<file path="src/rtl/ssd_scan_driver.sv">
// ssd_scan_driver: time-multiplexed scan driver for a four-digit seven-segment display.
//
// A prescaler divides Clock down to one Tick per digit slot. A 2-bit index walks
// the four digits. New values are captured into a shadow register on Load. They
// are copied into the display register only at the end of a full frame, so a
// refresh never shows half of an old value and half of a new one.
//
// Optional feature, selected at compile time:
//   SSD_LEADING_ZERO_BLANK_EN - turn off the anodes of the leading zero digits.
//                               Digit 0 always stays lit. When the macro is
//                               undefined, all four digits are always enabled.
module ssd_scan_driver #(
    parameter int unsigned CLK_DIV = 50000
) (
    input  logic        Clock,
    input  logic        ResetN,
    input  logic [15:0] Value,
    input  logic        Load,
    input  logic        Blank,
    output logic [3:0]  Digit,
    output logic [3:0]  Anode,
    output logic        Pending
);

    // A counter of this width is wide enough to hold CLK_DIV-1.
    // CLK_DIV=1 still gets a one-bit counter, which simply stays at 0.
    localparam int unsigned CNT_W = (CLK_DIV > 1) ? $clog2(CLK_DIV) : 1;
    localparam logic [CNT_W-1:0] CNT_MAX = CNT_W'(CLK_DIV - 1);

    logic [CNT_W-1:0] presc;
    logic [1:0]       index;
    logic [15:0]      display;
    logic [15:0]      shadow;
    logic             pending;

    logic             tick;
    logic             frame_end;
    logic [3:0]       slot_onehot;
    logic [3:0]       digit_en;

    assign tick      = (presc == CNT_MAX);
    assign frame_end = tick && (index == 2'd3);
    assign Pending   = pending;

    // Prescaler: counts 0..CLK_DIV-1, then wraps to 0 on the Tick cycle.
    always_ff @(posedge Clock or negedge ResetN) begin
        if (!ResetN) begin
            presc <= '0;
        end else if (tick) begin
            presc <= '0;
        end else begin
            presc <= presc + CNT_W'(1);
        end
    end

    // Digit index: advances once per Tick and wraps naturally from 3 back to 0.
    always_ff @(posedge Clock or negedge ResetN) begin
        if (!ResetN) begin
            index <= 2'd0;
        end else if (tick) begin
            index <= index + 2'd1;
        end
    end

    // Capture and commit. The display register loads the value that was pending
    // before this edge. A Load on the same edge lands in the shadow register and
    // keeps Pending set for the next frame.
    always_ff @(posedge Clock or negedge ResetN) begin
        if (!ResetN) begin
            display <= 16'h0000;
            shadow  <= 16'h0000;
            pending <= 1'b0;
        end else begin
            if (frame_end && pending) begin
                display <= shadow;
            end
            if (Load) begin
                shadow  <= Value;
                pending <= 1'b1;
            end else if (frame_end) begin
                pending <= 1'b0;
            end
        end
    end

    // Nibble select: decoded directly from registered state, with no extra pipeline stage.
    always_comb begin
        Digit = 4'h0;
        unique case (index)
            2'd0: Digit = display[3:0];
            2'd1: Digit = display[7:4];
            2'd2: Digit = display[11:8];
            2'd3: Digit = display[15:12];
            default: Digit = 4'h0;
        endcase
    end

    // One-hot position of the digit currently being scanned.
    always_comb begin
        slot_onehot = 4'b0000;
        unique case (index)
            2'd0: slot_onehot = 4'b0001;
            2'd1: slot_onehot = 4'b0010;
            2'd2: slot_onehot = 4'b0100;
            2'd3: slot_onehot = 4'b1000;
            default: slot_onehot = 4'b0000;
        endcase
    end

`ifdef SSD_LEADING_ZERO_BLANK_EN
    // Enable mask covering every position up to the most significant nonzero nibble.
    always_comb begin
        digit_en = 4'b0001;
        if (display[15:12] != 4'h0) begin
            digit_en = 4'b1111;
        end else if (display[11:8] != 4'h0) begin
            digit_en = 4'b0111;
        end else if (display[7:4] != 4'h0) begin
            digit_en = 4'b0011;
        end
    end
`else
    // All positions are always enabled; only Blank can turn the anodes off.
    always_comb begin
        digit_en = 4'b1111;
    end
`endif

    // Active-low anode drive. Blank overrides the drive without disturbing the scan state.
    always_comb begin
        Anode = 4'b1111;
        if (!Blank) begin
            Anode = ~(slot_onehot & digit_en);
        end
    end

endmodule

</file>
<file path="config.mk">
export PLATFORM = sky130hd
export DESIGN_NAME = ssd_scan_driver
export DESIGN_NICKNAME = d
export VERILOG_FILES = /design/src/rtl/ssd_scan_driver.sv
export SDC_FILE = /design/constraint.sdc
export NUM_CORES = 1
export LEC_CHECK = 0
export BUFFER_PORTS_ARGS = -buffer_cell sky130_fd_sc_hd__buf_4
export CAP_MARGIN = 0
export CORE_ASPECT_RATIO = 1.75
export CORE_MARGIN = 2
export CORE_UTILIZATION = 55
export CTS_CLUSTER_SIZE = 14
export DETAILED_ROUTE_END_ITERATION = 10
export PLACE_DENSITY_LB_ADDON = 0.08
export RECOVER_POWER = 50
export REMOVE_ABC_BUFFERS = 1
export SYNTH_ARGS = -nofsm -noshare
export SYNTH_HDL_FRONTEND = slang
export SYNTH_SLANG_ARGS = --single-unit
export TNS_END_PERCENT = 5
</file>
<file path="constraint.sdc">
create_clock -name Clock -period 6 [get_ports Clock]
set_input_delay 0.9 -clock Clock [delete_from_list [all_inputs] [get_ports Clock]]
set_output_delay 0.9 -clock Clock [all_outputs]
set_load 0.05 [all_outputs]
</file>
# After elaboration in Yosys (flattened, before gate mapping)
# Cells that the tools add are included.
[totals] reg_bits=51 output_inout_bits=9
[classes] addsub=2 eq_ne=4 mux=6 bitwise=1 reduce_logical=4
[op_table] cell="case mux 4 bit (4 select lines)" count=2
[op_table] cell="adder 16 x 1 -> 16 bit (second input constant)" count=1
[op_table] cell="== test 16 bit (second input constant)" count=1
[op_table] cell="2-to-1 mux 16 bit" count=1
[op_table] cell="== test 2 bit (second input constant)" count=2
[op_table] cell="2-to-1 mux 4 bit" count=1
[op_table] cell="NOT 4 bit" count=1
[op_table] cell="adder 2 x 1 -> 2 bit (second input constant)" count=1
[op_table] cell="== test 2 x 1 -> 1 bit (second input constant)" count=1
[op_table] cell="logical AND 1 bit" count=2
[op_table] cell="logical NOT 2 bit" count=1
[op_table] cell="2-to-1 mux 1 bit" count=2
[op_table] cell="nonzero test 2 bit" count=1

# Depth between registers and ports, before layout
# Gate-level depths: netlist of run 1.
[depth] ltp_word=4 depth_mapped=8

# Worst setup path before layout of run 1
# Ideal clock, no wire load.
[synth_timing] path_type="register to output" start="reg index[0]" end="out Digit[0]" arrival_time_ns=1.755 t_required_ns=5.100 path_slack_ns=3.345 path_stages_with_launch=5 n_path_buf=1 cell_sequence="dfrtp_1 inv_1 ha_1 clkbuf_1 mux2i_1"
[synth_between] elab_chain_cells=2
[synth_lines] item="start, declared" line="31" text="logic [1:0] index;"
[synth_lines] item="start signal, assigned" line="61" text="index <= index + 2'd1;"
[synth_lines] item="== test 2 bit (tied with other cells)" line="89" text="unique case (index)"
[synth_lines] item="case mux 4 bit (4 select lines) (*)" line="89"
[synth_lines] item="end, declared" line="20" text="output logic [3:0] Digit,"
# Mark *: on every way between the ends. The rest lies on a longest branch, timed or not.

==> flow_summary.yaml, run 1 <==
outcome:
  status: "finished, violations left"
  violations: "capacitance limit, slew limit"
power_and_ir_drop:
  clkPwrFrac: 0.352
  comb_power_share: 0.053
  p_leak_nw: 1.22
  p_per_area_nw_per_um2: 231
  p_seq_frac: 0.596
  power.share.switching: 0.209
  internal-power_w: 0.000477
  worst_ir_drop_vdd_mv: 0.154
  p_sw_w: 0.000127
routing:
  wl_per_cell_um: 17.3
  drc: 0
  final_antenna_net_count: 0
  routed_wl_um: 4300
  via_count: 1398
  first_pass_iters: 4
  drtIter0Drc: 50
  viasPerCell: 5.64
layout:
  regArea_um2: 1280
  fill_cells: 309
  final_layout_size_suffix_gt1_frac: 0.342
  syn_to_final_growth_pct: 13.3
  layout.nets: 223
  n_antenna_cell: 0
  multiInputGateArea_um2: 950
  fin_area_um2: 2610
sta:
  setup_viol: 0
  finalCriticalPeriod_ps: 2940
  rsz0062_at_grt: "no"
  fin_setup_tns_ps: 0
  drv_slew: 52
  max_freq_mhz: 340
  hold_viol: 0
  finClkSkew_ps: 7.22
  maxSlewHeadroom: -0.777
  worst_slew_pin_slew_ps: 2670
  fin_crit_sh: 0.491
die:
  die_height_um: 89.7
  fp.dieW_um: 52.9
  ios: 29
  rows: 31
  initial_core_util: 0.566
  dieArea_um2: 4750
  coreArea_um2: 4070
cts:
  clk_pin_slew_ps: 80
  numCtsBuffers: 5
  cts.sinks: 51
  cts_resized: 0
  postCtsSetupBuffers: 0
  clockRootBuffer: "clkbuf_8"
  clk_path_buf_depth: 2
  htreeDepth: 2
  clock_latency_ps: 300
  ctsHoldBuffers: 0
  cts_tree: "built"
synthesis:
  synth_cell_types: 30
  synth_edf_count: 0
  yosysSeqAreaShare: 0.553
  synth_warnings: 0
  synth_ff_type: "dfrtp_1"
  netlist_instances: 170
  syn_area_per_cell_um2: 13.6
  ys_seq_elements: 51
  ys_async_sr_fraction: 1.00
  syn_area_um2: 2310
global_route:
  grt_start_max_net_pins: 52
  antenna_found_initial: 0
  grt_first_pass_wirelength_um: 6940
  grt_overflow: 0
  grt_usage: 0.203
  grt_pass1_vias: 1490
place:
  port_buffers: 28
  routabilityCongestion: 0.762
  dpl_cell_area_um2: 2520
  dp_hpwl_um: 3020
run:
  maxCapViolCount: 1
setup_path:
  timing_worst_setup_path_type: "input pin to asynchronous set/reset pin"
  cp-end-kind: "asynchronous set/reset pin"
  cp_max_fo: 51
  crit_arrival_ps: 2780
  crit_path_top_delay_cell: "clkbuf_1"
  crit_family: "buffers and inverters"
  cp_cell_sequence: "clkbuf_1"
  max_stage_delay_ps: 1860
  cp-start-kind: "input pin"
  required_ps: 5840
  cp_num_buf_inv: 1
min_path:
  hold_class: "flop to flop"
-- area by class of cell --
class,count,share of cell area
clock buffers,8,0.0383
well taps,49,0.0235
inverters,6,0.00862
repair buffers,28,0.0776
flip-flops and latches,51,0.489
multi-input cells,106,0.364
-- worst register-to-register path, cell delays in order (launching register included) --
cell and delay [ps]:
dfrtp_1 400, ha_1 240, and3_1 220, and4_1 530
and3_4 470, mux2_2 380
-- final timing paths --
path	from	endpoint	slack, ps	cells past startpoint
min reg2reg	presc[15]	presc[15]	480	1
max	ResetN	presc[12]	3060	1
min	presc[15]	presc[15]	480	1
max in group Clock	index[0]	Digit[2]	3240	5
max reg2reg	presc[0]	display[5]	3660	5
min in group asynchronous	ResetN	shadow[8]	1440	1
-- Yosys cell counts (5+ instances only) --
cell type,instances,area [µm²]
dfrtp_1,51,1280
mux2_2,23,259
mux2_4,10,150
nand2_1,8,30.0
nor2_1,8,30.0
xnor2_1,8,70.1
inv_1,6,22.5
ha_1,5,62.6
mux2i_1,5,50.1
nand3_1,5,25.0
-- placed cells by master (no fill, tap or decap), drive strengths merged --
cell    synthesis  final
and3            4      4
ha              5      5
nor2            8      8
xnor2           8      8
nor4            1      1
o21ai           2      2
clkbuf          4     10
dfrtp          51     51
a222oi          4      4
nor3            2      2
a41o            1      1
nor4b           1      1
xor2            4      4
buf             3     26
nor4bb          1      1
and4bb          1      1
nand3           5      5
nand2           8      8
nand3b          1      1
nand2b          4      4
nor2b           1      1
inv             6      6
mux2i           5      5
nand4           2      2
a21o            1      1
mux2           33     33
and4            4      4
-- power by group through the flow --
stage	sequential [W]	clock, W	combinational (W)
after floorplan	0.000365	0	0.0000134
after global placement	0.000366	0	0.0000320
after detailed placement	0.000367	0	0.0000333
after CTS	0.000360	0.000218	0.0000335
after global routing	0.000361	0.000233	0.0000356
final	0.000360	0.000212	0.0000319
-- layer usage --
metal	track usage	wire length, µm
met4	0.0862	65
met2	0.366	2330
met3	0.0397	162
met5	0	0
met1	0.227	1740
-- cells by family (layout without fill, tap and decap cells) --
family	count (synthesis)	in the layout	share of synthesized area
AO/OA/AOI/OAI	8	8	0.0293
XOR/XNOR	12	12	0.0456
flip-flops	51	51	0.553
buffers and inverters	13	42	0.0347
multiplexers	38	38	0.199
adder cells (fa/ha/maj)	5	5	0.0271
AND/OR/NAND/NOR	43	43	0.111
-- metrics by stage --
| step | util | total power [W] | setup WS, ps | std cells | hold slack, ps |
|---|---|---|---|---|---|
| floorplan | - | 0.000378 | 3440 | 163 | 442 |
| global placement | 0.619 | 0.000398 | 3580 | 240 | 455 |
| detailed placement | 0.619 | 0.000400 | 3540 | 240 | 467 |
| CTS | 0.643 | 0.000611 | 3210 | 248 | 479 |
| global route | 0.641 | 0.000629 | 2480 | 248 | 507 |
| finish | 0.641 | 0.000604 | 3060 | 248 | 476 |
-- flip-flops by register name, summed over array words and instances (netlist names) --
signal / cells
display: 16
Pending: 1
presc: 16
index: 2
shadow: 16
No activity file was read; power rests on OpenSTA's default activity.
==> inputs of run 2 (changes only) <==
--- a/config.mk
+++ b/config.mk
@@ -5,11 +5,12 @@
 export SDC_FILE = /design/constraint.sdc
 export NUM_CORES = 1
 export LEC_CHECK = 0
+export ABC_AREA = 1
 export BUFFER_PORTS_ARGS = -buffer_cell sky130_fd_sc_hd__buf_4
 export CAP_MARGIN = 0
 export CORE_ASPECT_RATIO = 1.75
 export CORE_MARGIN = 2
-export CORE_UTILIZATION = 55
+export CORE_UTILIZATION = 52
 export CTS_CLUSTER_SIZE = 14
 export DETAILED_ROUTE_END_ITERATION = 10
 export PLACE_DENSITY_LB_ADDON = 0.08
==> constraint.sdc (replaced) <==
create_clock -name Clock -period 2.4 [get_ports Clock]
set_input_delay 0.36 -clock Clock [delete_from_list [all_inputs] [get_ports Clock]]
set_output_delay 0.36 -clock Clock [all_outputs]
set_load 0.05 [all_outputs]
==> run 2 against run 1 <==
The flow now finishes without violations; critical path depth increased by 5; clock skew decreased by 3.0 ps; final area increased by 7.7%; global-route usage decreased by 0.096 points; register-to-register slack got worse by 2900 ps; via count increased by 42%; combinational power increased by 130%; critical endpoint is now Digit[2]; largest cell class unchanged.
==> flow_summary.yaml, run 2 <==
outcome:
  status: "finished, final reports clean"
place:
  routabilityCongestion: 0.924
  dpl.cell_count: 379
  dp_hpwl_um: 3800
  port_buffers: 28
  dpl_cell_area_um2: 2730
synthesis:
  synth_ff_type: "dfrtp_1"
  netlist_instances: 308
  synth.most_common_cell: "nand2_1"
  synth_top_area_frac: 0.502
  netlist_top_cells_area: "dfrtp_1 (50%), nand2_1 (17%), nand4_1 (4.7%)"
  syn_area_um2: 2540
  yosysSeqAreaShare: 0.502
  synth_area_leader_cell: "dfrtp_1"
  syn_area_per_cell_um2: 8.25
  synth_common_cells: "nand2_1 (118), dfrtp_1 (51), nor2_1 (27), inv_1 (25), nand4_1 (19)"
  synth_cell_types: 25
  synth_edf_count: 0
  synth_warnings: 0
  ys_async_sr_fraction: 1.00
  ys_seq_elements: 51
global_route:
  grt_overflow: 0
  grt_pass1_vias: 1971
  grt_usage: 0.202
  antenna_found_initial: 0
  grt_start_max_net_pins: 52
  grt_first_pass_wirelength_um: 8500
die:
  rows: 33
  initial_core_util: 0.540
  dieArea_um2: 5490
  die_height_um: 96.5
  fp.dieW_um: 56.9
  coreArea_um2: 4710
  ios: 29
layout:
  fin_area_um2: 2810
  n_antenna_cell: 0
  syn_to_final_growth_pct: 10.6
  final_layout_size_suffix_gt1_frac: 0.155
  fill_cells: 449
  final_common_cell: "nand2_1"
  fin_util: 0.598
  layout.nets: 359
  final_cell_mix: "nand2_1 (118), dfrtp_1 (51), buf_4 (28), nor2_1 (27), inv_1 (25)"
  fin_cells: 387
  reg.largest.list: "display x16, presc x16, shadow x16"
sta:
  finalCriticalPeriod_ps: 2070
  max_freq_mhz: 483
  drv_slew: 0
  finClkSkew_ps: 4.22
  worst_slew_pin_slew_ps: 1230
  fin_setup_tns_ps: 0
  fin_crit_sh: 0.863
  maxSlewHeadroom: 0.183
  rsz0062_at_grt: "no"
  hold_viol: 0
  holdWs_ps: 253
  setup_viol: 0
setup_path:
  cpMostUsedCell: "inv_1"
  required_ps: 2040
  crit_end: "Digit[2]"
  cp-start-kind: "flop"
  r2r_end: "Pending"
  cp_max_fo: 6
  cp_cell_sequence: "inv_1, ha_1, inv_1, nor2_1, a31oi_1, buf_4"
  crit_arrival_ps: 1710
  max_stage_delay_ps: 380
  reg2reg_depth: 8
  cp-end-kind: "output pin"
  reg2reg_slack_ps: 740
  crit_path_top_delay_cell: "dfrtp_1"
  startpoint: "index[0]"
  timing_worst_setup_path_type: "flop to output pin"
  timing.rr.start: "presc[0]"
routing:
  drc: 0
  first_pass_iters: 5
  drtIter0Drc: 50
  via_count: 1983
  final_antenna_net_count: 0
  viasPerCell: 5.12
  wl_per_cell_um: 12.7
  routed_wl_um: 4910
cts:
  cts.sinks: 51
  clk_path_buf_depth: 2
  clockRootBuffer: "clkbuf_8"
  htreeDepth: 2
  postCtsSetupBuffers: 0
  ctsHoldBuffers: 0
  cts_tree: "built"
  clk_pin_slew_ps: 90
  numCtsBuffers: 5
  clock_latency_ps: 300
  cts_resized: 0
min_path:
  hold_class: "input pin to flop"
run:
  maxCapViolCount: 0
power_and_ir_drop:
  worst_ir_drop_vdd_mv: 0.707
  p_per_area_nw_per_um2: 517
  p_leak_nw: 1.50
## run 2: cell count changes after synthesis, sizes merged, moves of 18 or more
cell | previous run | this run
mux2 | 33 | 0
nor2 | 8 | 33
nand2 | 8 | 121
nand4 | 2 | 20
inv | 6 | 27
## run 2: final cells by class
cell class                      count  area [µm²]  share of cell area
Sequential cell                    51        1280               0.454
Multi-Input combinational cell    217        1060               0.375
Timing Repair Buffer               30         219              0.0778
Inverter                           29         109              0.0387
Clock buffer                        5        68.8              0.0245
Tap cell                           52        65.1              0.0231
Clock inverter                      3        18.8             0.00667
## run 2: kinds of logic (layout without fill, tap and decap cells)
| logic type | after synthesis | in the layout | share of synthesized area |
|---|---|---|---|
| flops | 51 | 51 | 0.502 |
| buf+inv | 40 | 67 | 0.0827 |
| xor+xnor | 8 | 8 | 0.0276 |
| simple gates | 189 | 189 | 0.332 |
| compound gates | 15 | 15 | 0.0315 |
| fa+ha+maj | 5 | 5 | 0.0246 |
## run 2: stage by stage
step | total power, W | worst slack, ps
global route | 0.00152 | 217
detailed placement | 0.000989 | 672
finish | 0.00145 | 329
CTS | 0.00147 | 343
global placement | 0.000987 | 706
floorplan | 0.000937 | 197
## run 2: worst max-delay path: cells and delay by family (launching register included)
family	cells	cell delay [ps]
adder cells (fa/ha/maj)	1	290
AO/OA/AOI/OAI	1	200
AND/OR/NAND/NOR	1	60
buffers and inverters	3	480
flip-flops	1	380
## run 2: report_power, final
group	switching, W	internal (W)
Clock	0.000280	0.000206
Sequential	0.0000126	0.000882
Combinational	0.0000428	0.0000302
Total	0.000336	0.00112
## run 2: worst min path at each step
stage,startpoint,to,slack (ps),cells after the start
after floorplan,ResetN,Pending,60,0
after CTS,ResetN,presc[2],100,1
after detailed placement,ResetN,presc[2],420,1
final,Value[6],shadow[6],250,3
after global routing,Value[3],shadow[3],240,3
after global placement,ResetN,presc[2],420,1
## run 2: per-layer routing
| metal | part of all wire | up-vias | wire (µm) | track usage |
|---|---|---|---|---|
| met5 | 0 | - | 0 | 0 |
| met4 | 0.037 | 0 | 182 | 0.103 |
| met3 | 0.025 | 14 | 123 | 0.0293 |
| met2 | 0.56 | 32 | 2770 | 0.398 |
| met1 | 0.37 | 915 | 1840 | 0.200 |
| li1 | - | 1022 | - | - |
